`src/rtl/sdram_arb_pkg.sv`:
```
// rtl/sdram_arb_pkg.sv - shared types for the SDRAM command-port arbiter
package sdram_arb_pkg;

  localparam int NPORTS   = 3;
  // Widest byte address the command struct can carry; the top slices it down to AW.
  localparam int ADDR_MAX = 32;

  typedef enum logic [1:0] {
    LOADER = 2'd0,
    CPU_D  = 2'd1,
    CPU_I  = 2'd2
  } port_t;

  typedef enum logic [1:0] {
    IDLE  = 2'd0,
    ISSUE = 2'd1,
    WAIT  = 2'd2
  } arb_state_t;

  typedef struct packed {
    logic                we;
    logic [ADDR_MAX-1:0] addr;
    logic [15:0]         din;
    logic [1:0]          be;
  } sd_cmd_t;

endpackage

```
`src/rtl/sdram_arb_pick.sv`:
```
// rtl/sdram_arb_pick.sv - combinational winner selection among eligible ports
// Loader always wins; the two CPU ports alternate, the one not served last going first.
module sdram_arb_pick
  import sdram_arb_pkg::*;
(
  input  logic [NPORTS-1:0] elig,
  input  port_t             last_cpu,
  output logic [NPORTS-1:0] grant,
  output logic              valid
);

  always_comb begin
    grant = '0;
    if (elig[LOADER]) begin
      grant[LOADER] = 1'b1;
    end else if (elig[CPU_D] && elig[CPU_I]) begin
      if (last_cpu == CPU_D) begin
        grant[CPU_I] = 1'b1;
      end else begin
        grant[CPU_D] = 1'b1;
      end
    end else if (elig[CPU_D]) begin
      grant[CPU_D] = 1'b1;
    end else if (elig[CPU_I]) begin
      grant[CPU_I] = 1'b1;
    end
  end

  assign valid = |elig;

endmodule

```
`src/rtl/sdram_arbiter.sv`:
```
// rtl/sdram_arbiter.sv - one-at-a-time arbiter for the shared SDRAM controller command port
// Loader has absolute priority, CPU data/fetch alternate; a watchdog recovers from a lost sd_ack.
module sdram_arbiter
  import sdram_arb_pkg::*;
#(
  parameter int AW      = 25,
  parameter int TIMEOUT = 255
) (
  input  logic          clk_ram,
  input  logic          reset_n,
  input  logic          ld_active,

  input  logic          p0_req,
  input  logic          p0_we,
  input  logic [AW-1:0] p0_addr,
  input  logic [15:0]   p0_din,
  input  logic [1:0]    p0_be,
  output logic [15:0]   p0_dout,
  output logic          p0_ack,

  input  logic          p1_req,
  input  logic          p1_we,
  input  logic [AW-1:0] p1_addr,
  input  logic [15:0]   p1_din,
  input  logic [1:0]    p1_be,
  output logic [15:0]   p1_dout,
  output logic          p1_ack,

  input  logic          p2_req,
  input  logic          p2_we,
  input  logic [AW-1:0] p2_addr,
  input  logic [15:0]   p2_din,
  input  logic [1:0]    p2_be,
  output logic [15:0]   p2_dout,
  output logic          p2_ack,

  output logic          sd_req,
  output logic          sd_we,
  output logic [AW-1:0] sd_addr,
  output logic [15:0]   sd_din,
  output logic [1:0]    sd_be,
  input  logic [15:0]   sd_dout,
  input  logic          sd_ack,

  output logic          err_timeout,
  output logic          busy
);

  // The counter only has to reach TIMEOUT-1: the expiring WAIT cycle is the TIMEOUT-th one.
  localparam int             CW      = (TIMEOUT > 1) ? $clog2(TIMEOUT) : 1;
  localparam logic [CW-1:0]  TO_LAST = CW'((TIMEOUT > 0) ? TIMEOUT - 1 : 0);

  arb_state_t              state_q, state_d;
  port_t                   owner_q, last_cpu_q, grant_port;
  sd_cmd_t                 cmd_q, grant_cmd;
  logic [NPORTS-1:0]       req, elig, grant, ack_q;
  logic [NPORTS-1:0][15:0] dout_q;
  logic [CW-1:0]           wd_cnt_q;
  logic                    grant_valid;
  logic                    take, done, expire;
  logic                    unused_addr_hi;

  assign req  = {p2_req, p1_req, p0_req};
  // A port being acked this cycle is masked so its still-high request is not granted twice.
  assign elig = req & ~ack_q & {~ld_active, ~ld_active, 1'b1};

  sdram_arb_pick u_pick (
    .elig     (elig),
    .last_cpu (last_cpu_q),
    .grant    (grant),
    .valid    (grant_valid)
  );

  always_comb begin
    grant_port = LOADER;
    grant_cmd  = '{we: p0_we, addr: ADDR_MAX'(p0_addr), din: p0_din, be: p0_be};
    if (grant[CPU_D]) begin
      grant_port = CPU_D;
      grant_cmd  = '{we: p1_we, addr: ADDR_MAX'(p1_addr), din: p1_din, be: p1_be};
    end else if (grant[CPU_I]) begin
      grant_port = CPU_I;
      grant_cmd  = '{we: p2_we, addr: ADDR_MAX'(p2_addr), din: p2_din, be: p2_be};
    end
  end

  always_ff @(posedge clk_ram) begin
    if (!reset_n) begin
      state_q <= IDLE;
    end else begin
      state_q <= state_d;
    end
  end

  always_comb begin
    state_d = state_q;
    take    = 1'b0;
    done    = 1'b0;
    expire  = 1'b0;
    case (state_q)
      IDLE: begin
        if (grant_valid) begin
          take    = 1'b1;
          state_d = ISSUE;
        end
      end
      ISSUE: state_d = WAIT;
      WAIT: begin
        if (sd_ack) begin
          done    = 1'b1;
          state_d = IDLE;
        end else if (TIMEOUT != 0 && wd_cnt_q == TO_LAST) begin
          expire  = 1'b1;
          state_d = IDLE;
        end
      end
      default: state_d = IDLE;
    endcase
  end

  always_ff @(posedge clk_ram) begin
    if (!reset_n) begin
      cmd_q       <= '0;
      owner_q     <= LOADER;
      last_cpu_q  <= CPU_I;
      wd_cnt_q    <= '0;
      ack_q       <= '0;
      dout_q      <= '0;
      err_timeout <= 1'b0;
    end else begin
      ack_q       <= '0;
      err_timeout <= 1'b0;
      if (take) begin
        cmd_q    <= grant_cmd;
        owner_q  <= grant_port;
        wd_cnt_q <= '0;
        if (grant_port != LOADER) begin
          last_cpu_q <= grant_port;
        end
      end
      if (state_q == WAIT && TIMEOUT != 0) begin
        wd_cnt_q <= wd_cnt_q + 1'b1;
      end
      if (done) begin
        ack_q[owner_q]  <= 1'b1;
        dout_q[owner_q] <= sd_dout;
      end
      if (expire) begin
        err_timeout <= 1'b1;
      end
    end
  end

  assign sd_req  = (state_q == ISSUE) || (state_q == WAIT);
  assign busy    = (state_q != IDLE);
  assign sd_we   = cmd_q.we;
  assign sd_addr = cmd_q.addr[AW-1:0];
  assign sd_din  = cmd_q.din;
  assign sd_be   = cmd_q.be;

  assign unused_addr_hi = ^(cmd_q.addr >> AW);

  assign p0_ack  = ack_q[LOADER];
  assign p1_ack  = ack_q[CPU_D];
  assign p2_ack  = ack_q[CPU_I];
  assign p0_dout = dout_q[LOADER];
  assign p1_dout = dout_q[CPU_D];
  assign p2_dout = dout_q[CPU_I];

endmodule
```
`config.mk`:
```
export PLATFORM = sky130hd
export DESIGN_NAME = sdram_arbiter
export DESIGN_NICKNAME = d
export VERILOG_FILES = /design/src/rtl/sdram_arb_pkg.sv /design/src/rtl/sdram_arb_pick.sv /design/src/rtl/sdram_arbiter.sv
export SDC_FILE = /design/constraint.sdc
export NUM_CORES = 1
export LEC_CHECK = 0
export BUFFER_PORTS_ARGS = -buffer_cell sky130_fd_sc_hd__buf_4
export CORE_UTILIZATION = 46
export CTS_CLUSTER_SIZE = 8
export DETAILED_ROUTE_END_ITERATION = 8
export GPL_ROUTABILITY_DRIVEN = 1
export PLACE_DENSITY = 0.81
export SETUP_SLACK_MARGIN = 0.05
export SYNTH_ARGS = -nofsm -noshare
export SYNTH_HDL_FRONTEND = slang
export SYNTH_SLANG_ARGS = --single-unit
```
`constraint.sdc`:
```
create_clock -name clk_ram -period 2.03 [get_ports clk_ram]
set_input_delay 0.1015 -clock clk_ram [delete_from_list [all_inputs] [get_ports clk_ram]]
set_output_delay 0.1015 -clock clk_ram [all_outputs]
set_load 0.01 [all_outputs]
```
* Word level (Yosys, flattened, before mapping)
Index checks and enable logic that the tools add are counted.
** Word-level totals
- Bits in registers :: 110
- Word-level logic and storage cells :: 67
** Cells by class
- Mux-type cells :: 30
- Reductions and logical operators :: 11
- Add/sub/neg operators :: 1
- Eq/ne operators :: 6
- Magnitude comparators :: 2
- Bitwise gates (word level) :: 4
** Operators with widths (number)
- $mux W51 :: 2
- $bwmux W48 :: 1
- $demux W16 S2 :: 1
- $mux W16 :: 1
- $mux W8 :: 2
- $mux W1 :: 14
- $mux W2 :: 7
- $add A8 B1 Y8 const B :: 1
- $eq A8 B8 Y1 const B :: 1
- $and A3 B3 Y3 :: 2
- $pmux W2 S3 :: 1
- $reduce_and A2 Y1 :: 3
- $reduce_bool A2 Y1 :: 3
- $eq A2 B1 Y1 const B :: 2
- $lt A2 B3 Y1 const B :: 1
- $ne A3 B3 Y1 const B :: 1
- $not A3 Y3 :: 1
- $reduce_or A3 Y1 :: 1
- $demux W1 S2 :: 1
- $eq A2 B2 Y1 const B :: 1
- $ge A2 B1 Y1 const B :: 1
- $logic_and A1 B1 Y1 :: 2
- $logic_not A2 Y1 :: 1
- $ne A2 B2 Y1 const B :: 1
- other kinds (2) :: 2

* Longest topological paths before layout
- Depth in word-level cells :: 11
- Gate-level depth with buffers :: 9

* Modules after synthesis
Synthesis repeated with hierarchy kept, for this count alone.
** Unflattened totals
- Cells, all modules :: 621
- Area total of the unflattened synthesis :: 5154.9 um^2
** By module, submodules not included
- sdram_arbiter :: area each 5107.4 um^2, cells each 613, instances 1, seq. area each 2202.1 um^2
- sdram_arb_pick :: area each 47.5 um^2, cells each 8, instances 1, seq. area each 0.0 um^2

* Worst setup path before layout
No wires, ideal clock.
- Path type :: flip-flop to flip-flop
- From :: register state_q[0]
- To :: register dout_q, in the netlist p0_dout[0]
- Arrival time :: 1.527 ns
- Cell stages (with the launch flop) :: 10
- Slack :: 0.371 ns
- Data required time :: 1.898 ns
- Clock period less this slack :: 1.659 ns
- Library setup time :: 0.132 ns
- Path through :: dfxtp_1 -> inv_1 -> ha_1 -> buf_2 -> nand2_1 -> or3_1 -> buf_2 -> buf_2 -> nand2_1 -> a21oi_1
** Between the ends
- Word-level cells in the longest chain between the ends :: 2
** RTL lines
- start, declared :: line sdram_arbiter.sv:53 : arb_state_t state_q, state_d;
- start signal, assigned :: line sdram_arbiter.sv:90 : state_q <= state_d;
- $eq A2 B2 Y1 :: line sdram_arbiter.sv:99 : case (state_q)
- $mux W1 :: line sdram_arbiter.sv:99
- end signal, assigned by index :: line sdram_arbiter.sv:145 : dout_q[owner_q] <= sd_dout;
- end, declared :: line sdram_arbiter.sv:57 : logic [NPORTS-1:0][15:0] dout_q;
Every way passes these cells.
A chain may end at the register's enable or synchronous reset.

* Worst setup path after layout
- From :: register state_q[0]
- To :: register dout_q, in the netlist p0_dout[12]
The elaborated chain is that of the path after synthesis.

==> metrics.md <==
| Metric | Value |
|---|---|
| Hold EP | sd_addr[21] |
| Area fraction of the dominant cell type after synthesis | 0.443 |
| CP endpoint kind | flip-flop |
| Power per cell area | 810 nW/um^2 |
| Drt wl/cell | 17.6 um |
| Die Y | 106 um |
| Die area | 11200 sq um |
| Final core occ | 0.706 |
| Antenna-violating nets left | 0 |
| Initial core utilization | 0.478 |
| Worst rel slew slack | 0.585 |
| Routed wire length | 16900 um |
| Layout cell share with drive strength beyond 1 | 0.363 |
| Crit path from | state_q[0] |
| Slew Limit Fails | 0 |
| Non-Filler Instances | 957 |
| CP Cell Sequence | inv_1 > ha_1 > nand2_1 > or3_1 > nand2_1 > a21oi_1 |
| Global-route wire length before repair | 26100 um |
| Design Area, Final | 7360 sq um |
| Area leader, netlist | dfxtp_1 |
| Most frequent cells in the layout | buf_4 (262), dfxtp_1 (110), nand2_1 (105) |
| Io pins | 253 |
| Syn_nets | 732 |
| PnR worst setup slack | 0.233 ns |
| Status | completed |
| Largest stage delay, worst path | 0.54 ns |
| Commonest non-fill, non-tap cell in the layout | buf_4 |
| Final Critical Period | 1.80 ns |
| Diode count | 0 |
| Fmax | 557 MHz |
| Fillcell total | 835 |
| Largest net degree at the start of global routing | 52 |
| Max_cap viols | 0 |
| Ys Warns | 0 |
| Total GRT Usage | 0.290 |
| Tcrit/Tclk final | 0.885 |
| Root buffer cell | clkbuf_8 |
| Dominant synthesized flop cell | dfxtp_1 |
| CTS tree | built |
| Pleak | 3.15 nW |
| Critical Path AT | 2.09 ns |
| TNS Setup | 0 ns |
| I/O Buffers | 252 |
| Synth async-reset ratio | 0 |
| Clock sink count | 110 |
| R2R Setup Slk | 0.23 ns |
| CTS buffer count | 9 |
| Worst Hold Launch | p2_addr[21] |
| Vias in the first global route | 5304 |
| Worst r2r path cells | 6 |
| Via density | 5.58 |
| Worst r2r src | state_q[0] |
| Count of state elements after synthesis | 110 |
| Netlist cell types | 42 |
| Clock Pin Slew Worst Setup and Hold Paths | 0.12 ns |
| CP max FO | 17 |
| Crit Path Category | reg2reg |
| Drt pass-1 iters | 5 |
| Via count | 5340 |
| Synth Instances | 571 |
| CTS resizes | 0 |
| Max clock buf depth | 2 |
| RSZ-0062 raised after global routing | false |
| Area after DPL | 6960 sq um |
| Core region area | 10400 sq um |
| Family with the most delay on the worst path | simple AND/OR/NAND/NOR gates |
| Hold Path Depth | 3 |
| DRC Markers | 0 |
| Drt first-iter violations | 418 |
| Grt ovf | 0 |
| Fin. Hold Viols | 0 |
| # rows | 37 |
| GPL Wtd Cong | 0.813 |
| Final setup viols | 0 |
| EDFF count, synth | 0 |
| Inst Count DP | 924 |
| CP Data Required Time | 2.32 ns |
| Pre-CTS WS | 0.277 ns |
| Worst r2r dst | p0_dout[12] |
| Min-Delay Path Class | in2reg |
| Critical Path Source Type | flip-flop |
| # nets final | 977 |
| DIE WIDTH | 106 um |
| Syn_area_per_cell | 8.71 sq um |
| Max VDD drop | 0.000602 V |
| Clock latency on the worst-skew pair | 0.37 ns |
| CP bufs+invs | 1 |
| Tightest Pin Transition | 0.623 ns |
| Syn-to-layout area delta | 47.9% |
| Layout Skew | 0.0126 ns |
| CP max-delay cell | or3_1 |
| CTS H-tree depth | 3 |
| HPWL Detailed | 11700 um |
| Post-Syn Area | 4970 sq um |
| CP dominant cell by count | nand2_1 |
| Synth top area cells | dfxtp_1 (44%), o221a_1 (10%), nand2_1 (7.9%), a22o_1 (7.7%), a21oi_1 (5.5%) |
| Sequential area share after synthesis | 0.443 |
| Initial antenna violation count | 0 |
## Yosys cell counts, types with 5 or more instances
library cell and count:
a21oi_1 55, a22o_1 44, buf_2 16, buf_6 9
clkbuf_1 22, dfxtp_1 110, ha_1 6, inv_1 6
nand2_1 105, nand2b_1 5, nand3_1 7, nor2_1 51
o21ai_0 48, o221a_1 44
## sequential cells by signal (all words and copies together) (netlist names)
register,cells
ack_q,3
p2_dout,16
p0_dout,16
sd_we,1
sd_din,16
wd_cnt_q,8
sd_be,2
err_timeout,1
owner_q,2
state_q,2
last_cpu_q,2
sd_addr,25
p1_dout,16
## worst max path at each step
stage	cells after the start	slack (ns)	endpoint
finish	6	0.23	p0_dout[12]
global placement	6	0.33	p0_dout[15]
CTS	6	0.24	p0_dout[0]
floorplan	9	0.37	p0_dout[0]
detailed placement	6	0.28	p0_dout[0]
global route	6	0.11	p0_dout[5]
## metrics by stage
stage	hold WS [ns]	total power, mW
detailed placement	0.326	4.51
floorplan	0.181	3.56
finish	0.110	5.96
global route	0.0983	6.22
CTS	0.0930	5.97
global placement	0.322	4.45
## per-layer routing
layer	GRT usage	wire length [um]	vias up
met5	0	0	-
met4	0.0724	250	0
met3	0.0914	1400	22
met2	0.528	8690	225
met1	0.327	6530	2548
li1	-	-	2545
## layout make-up
type                            count  area (sq um)  area share
Sequential cell                   110          2200       0.299
Multi-Input combinational cell    401          2470       0.336
Tap cell                          136           170      0.0231
Clock inverter                      6          86.3      0.0117
Inverter                            9          33.8     0.00459
Timing Repair Buffer              285          2260       0.307
Clock buffer                       10           138      0.0187
## worst min-delay path, cell delays in order
cell     delay, ns
buf_4         0.08
a22o_1        0.11
o221a_1       0.16
## power by group
| group | total, mW | switching (mW) | leakage, nW | internal (mW) |
|---|---|---|---|---|
| clock network | 1.45 | 0.813 | 0.114 | 0.640 |
| logic | 1.91 | 0.970 | 2.14 | 0.944 |
| registers | 2.59 | 0.165 | 0.899 | 2.42 |
| total | 5.96 | 1.95 | 3.15 | 4.01 |
## logic make-up (layout without fill, tap and decap cells)
group | after synthesis | in the layout | share of synthesized area
AND/OR/NAND/NOR | 184 | 184 | 0.160
multiplexers | 2 | 2 | 0.00402
buffers and inverters | 60 | 310 | 0.0629
adder cells (fa/ha/maj) | 6 | 6 | 0.0151
AO/OA/AOI/OAI | 209 | 209 | 0.316
flip-flops | 110 | 110 | 0.443
## repair_timing
item                                   in CTS  in global routing
endpoints found under the hold margin      46                  0
hold buffers                               17                  0
setup buffers                               0                  0
Note: power is estimated with default switching activity, not from simulation.
